[config.mk]
export PLATFORM = sky130hd
export DESIGN_NAME = derivador_pipe
export DESIGN_NICKNAME = d
export VERILOG_FILES = /design/src/rtl/derivador_pipe.sv
export SDC_FILE = /design/constraint.sdc
export NUM_CORES = 1
export LEC_CHECK = 0
export ABC_CLOCK_PERIOD_IN_PS = 12700
export BUFFER_PORTS_ARGS = -buffer_cell sky130_fd_sc_hd__buf_2
export CORE_ASPECT_RATIO = 1.1
export CORE_MARGIN = 2
export CORE_UTILIZATION = 40
export CTS_CLUSTER_DIAMETER = 80
export CTS_CLUSTER_SIZE = 30
export DETAILED_ROUTE_END_ITERATION = 6
export MAX_ROUTING_LAYER = met4
export RECOVER_POWER = 25
export SLEW_MARGIN = 20
export SYNTH_ARGS = -nofsm -noshare
export SYNTH_HDL_FRONTEND = slang
export SYNTH_SLANG_ARGS = --single-unit
export TNS_END_PERCENT = 50
[constraint.sdc]
create_clock -name CLK -period 12.7 [get_ports CLK]
set_clock_uncertainty 0.05 [all_clocks]
set_input_delay 3.175 -clock CLK [delete_from_list [all_inputs] [get_ports CLK]]
set_output_delay 3.175 -clock CLK [all_outputs]
set_load 0.03 [all_outputs]
[src/rtl/derivador_pipe.sv]
// Pipelined lag-D differentiator: dk = round(Kd * (y[n] - y[n-D]) / 2^F), 2-cycle latency.
// Build option DERIV_SAT_EN: saturate dk and flag sat; otherwise two's-complement wrap.
module derivador_pipe #(
  parameter int W = 12,
  parameter int F = 0,
  parameter int D = 1
) (
  input  logic                CLK,
  input  logic                Reset,
  input  logic                Enable,
  input  logic signed [W-1:0] y,
  input  logic signed [W-1:0] Kd,
  output logic signed [W-1:0] dk,
  output logic                dk_valid,
  output logic                primed,
  output logic                sat
);

  localparam int PW = 2*W + 1;
  localparam int CW = $clog2(D + 1);
  localparam logic [CW-1:0] CNT_FULL = CW'(D);

  logic signed [W-1:0]  hist [D];
  logic [CW-1:0]        cnt;
  logic signed [W:0]    diff_s1;
  logic signed [W-1:0]  kd_s1;
  logic                 v_s1;
  logic signed [PW-1:0] prod;
  logic signed [PW-1:0] rnd;
  logic signed [PW-1:0] r_s2;
  logic                 v_s2;
  logic signed [W-1:0]  fit_dk;
  logic                 fit_sat;

  assign primed = (cnt == CNT_FULL);

  // Stage 1: exact difference against the oldest history entry, gain capture
  always_ff @(posedge CLK or negedge Reset) begin
    if (!Reset) begin
      for (int i = 0; i < D; i++) hist[i] <= '0;
      cnt     <= '0;
      diff_s1 <= '0;
      kd_s1   <= '0;
      v_s1    <= 1'b0;
    end else begin
      v_s1 <= Enable & primed;
      if (Enable) begin
        diff_s1 <= {y[W-1], y} - {hist[D-1][W-1], hist[D-1]};
        kd_s1   <= Kd;
        hist[0] <= y;
        for (int i = 1; i < D; i++) hist[i] <= hist[i-1];
        if (!primed) cnt <= cnt + CW'(1);
      end
    end
  end

  assign prod = PW'(diff_s1) * PW'(kd_s1);

  // Adding half an LSB before the arithmetic shift rounds ties toward +inf
  generate
    if (F == 0) begin : g_int_gain
      assign rnd = prod;
    end else begin : g_frac_gain
      localparam logic signed [PW-1:0] HALF = PW'(1) << (F - 1);
      assign rnd = (prod + HALF) >>> F;
    end
  endgenerate

`ifdef DERIV_SAT_EN
  localparam logic signed [PW-1:0] DK_MAX = PW'((64'sd1 <<< (W - 1)) - 64'sd1);
  localparam logic signed [PW-1:0] DK_MIN = ~DK_MAX;

  always_comb begin
    fit_dk  = r_s2[W-1:0];
    fit_sat = 1'b0;
    if (r_s2 > DK_MAX) begin
      fit_dk  = DK_MAX[W-1:0];
      fit_sat = 1'b1;
    end else if (r_s2 < DK_MIN) begin
      fit_dk  = DK_MIN[W-1:0];
      fit_sat = 1'b1;
    end
  end
`else
  logic unused_hi;
  assign unused_hi = ^r_s2[PW-1:W];

  always_comb begin
    fit_dk  = r_s2[W-1:0];
    fit_sat = 1'b0;
  end
`endif

  // Stages 2 and 3: product/rounding register, then output fit
  always_ff @(posedge CLK or negedge Reset) begin
    if (!Reset) begin
      r_s2     <= '0;
      v_s2     <= 1'b0;
      dk       <= '0;
      dk_valid <= 1'b0;
      sat      <= 1'b0;
    end else begin
      v_s2     <= v_s1;
      dk_valid <= v_s2;
      if (v_s1) r_s2 <= rnd;
      if (v_s2) begin
        dk  <= fit_dk;
        sat <= fit_sat;
      end
    end
  end

endmodule

After elaboration in Yosys (flattened, before gate mapping)
Index checks and enable logic that the tools add are counted.
{ "totals": {"register_bits": 65, "in_bits": 27, "out_inout_bits": 15} }
{ "classes": {"n_addsub": 2, "multipliers": 1, "n_mux": 1, "n_bitwise": 1} }
{ "ops": {"columns": ["operator", "n"], "rows": [
  ["multiplier 13 x 12 -> 12 bit", 1],
  ["subtractor 12 x 12 -> 13 bit", 1],
  ["adder 1 bit, second input constant", 1],
  ["AND 1 bit", 1],
  ["2-to-1 mux 1 bit", 1]
]} }

Depth between registers and ports, before layout
{ "depth": {"ltp_word": 2, "ltp_mapped": 19, "depth_no_buf": 18} }

Least setup slack after synthesis
No wires, ideal clock.
{ "synth_timing": {"path_type": "input to register", "start": "input y[0]", "end": "register diff_s1[10]", "arrival_time_ns": 4.830, "required_ns": 12.581, "setup_slack_ns": 7.751, "cell_stages": 10, "path_buffers": 0, "cell_sequence": "inv_1 ha_1 fa_1 nor2b_4 o21ai_2 a21boi_2 o31a_1 o21bai_1 a2111o_1 nand3_1"} }
{ "synth_via": {"elab_chain_len": 1} }
{ "synth_lines": {"columns": ["element", "line_no", "text"], "rows": [
  ["start: declaration", "11", "input logic signed [W-1:0] y,"],
  ["subtractor 12 x 12 -> 13 bit", "48", "diff_s1 <= {y[W-1], y} - {hist[D-1][W-1], hist[D-1]};"],
  ["end signal: assignment", "48", null],
  ["end: declaration", "25", "logic signed [W:0] diff_s1;"]
]} }
No other way between the ends.
A chain may end at the register's enable or synchronous reset.

==> summary.txt <==
post-CTS sizing - 0
Ys Warns - 0
worst hold endpoint - primed
Congestion Overflow GR - 0
dpl cells - 672
initial drt markers - 122
clk buf depth - 2
global-route total usage across every layer - 15.45%
reg2reg end - r_s2[11]
Area after DPL - 5340 um2
drt drc - 0
Detailed Place HPWL - 7089 um
CP Launch Type - input pin
delay-heaviest family, CP - buffers and inverters
required time of the critical path - 12.33 ns
EDFF count, synth - 0
CTS hold repair buffers - 0
slowest CP cell - clkbuf_1
Non-Filler Instances - 688
# rows - 43
Routed Antenna Nets - 0
Worst Path Max Fanout - 64
CTS H-tree lvls - 3
hold path startpoint - primed
gpl congestion - 0.8692
syn_area_per_cell - 10.19 um2
Ports - 42
post-route cell area - 5690 um2
clk sinks - 64
clk root buf - clkbuf_16
Slew HR - -124.4%
post-layout util - 45.59%
total number of vias - 3314
worst min path class - reg2reg
ANT cells - 0
input/output buffers - 40
Synth-to-Final Area Change - 12.85%
CTS tree - done
worst r2r src - kd_s1[3]
max cap viols - 1
initial antenna violation count - 0
Synth Register Bits - 64
vias in the first global route - 3470
Worst IR Drop VDD - 0.0002344 V
routed len/inst - 13.22 um
status - complete, but fails checks
clk_lat worst skew - 0.33 ns
Slew @ Worst Pin - 3.365 ns
Synthesized Nets - 608
sequential share of the synthesized area - 31.76%
Core Area - 12480 um2
library cells used by synthesis - 41
die area - 13520 um2
CP Class - in2async
R2R setup slack - 7.83 ns
# nets final - 639
arrival time worst endpoint - 5.66 ns
worst setup margin - 6.669 ns
Lkg Pwr - 2.770 nW
cts bufs inserted - 9
Post-CTS Setup Bufs - 0
worst r2r path cells - 17
final worst path period need - 6.031 ns
final wirelength - 9096 um
largest net degree at the start of global routing - 65
DR vias/cell - 4.817
Synth Flop Type - dfrtp_1
Hold Vio Cnt, Final - 0
Synth async-reset ratio - 100.0%
final setup fails - 0
Slew Limit Fails - 65
Tot Pwr - 1.666 mW
share of layout cells above drive strength 1 - 19.96%
CP cell instances - buf_2 > clkbuf_1
dpl ws - 7.508 ns
highest clock rate - 0.1658 GHz
P per Cell Area - 292.8 nW/um2
synthesized instance count - 495
Synth Cell Area - 5042 um2
failing checks - capacitance limit, slew limit
Crit path largest cell delay - 2.35 ns
WP buf/inv - 2
CP Depth - 2
Min-Delay Path Depth - 1
RSZ-0062 raised after global routing - no
TNS Setup - 0 ns
Initial Util - 40.40%
Die Span Y - 121.8 um
global-route wire length before repair - 16350 um
Pre-Repair DR Iteration Count - 4
CTS clk-pin slew, worst paths - 0.06 ns
Hold Slack - 0.4383 ns
die width - 111.1 um
period utilization - 47.49%
kind of end point of the critical path - async pin
## sequential cells by signal (all words and copies together), names as in the netlist
name	count
dk_valid	1
dk	12
primed	1
r_s2	12
kd_s1	12
hist	12
diff_s1	12
v_s1	1
v_s2	1
## worst max-delay path by stage
stage,startpoint,endpoint
floorplan,y[0],diff_s1[10]
global placement,y[0],diff_s1[10]
detailed placement,y[0],diff_s1[10]
CTS,kd_s1[3],r_s2[11]
global route,Reset,diff_s1[7]
finish,Reset,hist[5]
## synth_stat cells (all sizes together), types with 4 or more instances
cell    number  share of area [%]
inv         78                5.8
dfrtp       64                 32
nand2       57                4.2
ha          46                 11
fa          40                 16
and2        39                4.9
mux2        39                8.7
xnor2       29                5.0
o21ai       19                2.0
a21oi       12                1.2
clkbuf      12               0.89
buf          9                1.2
nor2         8               0.60
a21o         5               0.74
nor3         5               0.60
o21a         5               0.74
xor2         4               0.69
## final cells by class
cell class	count	area [um2]
Fill cell	1194	6792
Multi-Input combinational cell	332	3042
Sequential cell	64	1602
Inverter	78	292.8
Clock buffer	10	239.0
Timing Repair Buffer	41	203.9
Tap cell	157	196.4
Clock inverter	6	115.1
## cell usage in the layout (no fill, tap or decap), drive strengths merged, types with 2 or more instances in the layout
master  count
bufinv      3
or3         2
nand2      57
and2       39
a21oi      12
o31ai       2
a21o        5
inv        79
clkbuf     11
xnor2      29
ha         46
or2         2
fa         40
nor2        8
a211oi      2
nand3       3
buf        40
o21ai      19
xor2        4
o21a        5
dfrtp      64
nor3        5
nor2b       3
nand3b      2
mux2       39
## cell families after synthesis
| kind of cell | synth area share (%) |
|---|---|
| AND/OR/NAND/NOR | 12.21 |
| AO/OA/AOI/OAI | 6.303 |
| flip-flops | 31.76 |
| multiplexers | 8.710 |
| other | 0.07437 |
| buffers and inverters | 7.915 |
| XOR/XNOR | 5.732 |
| adder cells (fa/ha/maj) | 27.30 |
## layer usage
| layer | vias up | GRT usage (%) | share of wire [%] |
|---|---|---|---|
| met5 | - | - | 0 |
| met4 | 0 | 4.244 | 1.1 |
| met1 | 1630 | 19.17 | 45 |
| met2 | 53 | 25.88 | 50 |
| met3 | 11 | 3.333 | 3.7 |
| li1 | 1620 | - | - |
## power breakdown
| group | internal, mW | switching, mW |
|---|---|---|
| registers | 0.265 | 0.0486 |
| clock network | 0.198 | 0.0908 |
| logic | 0.505 | 0.559 |
Note: power is estimated with default switching activity, not from simulation.
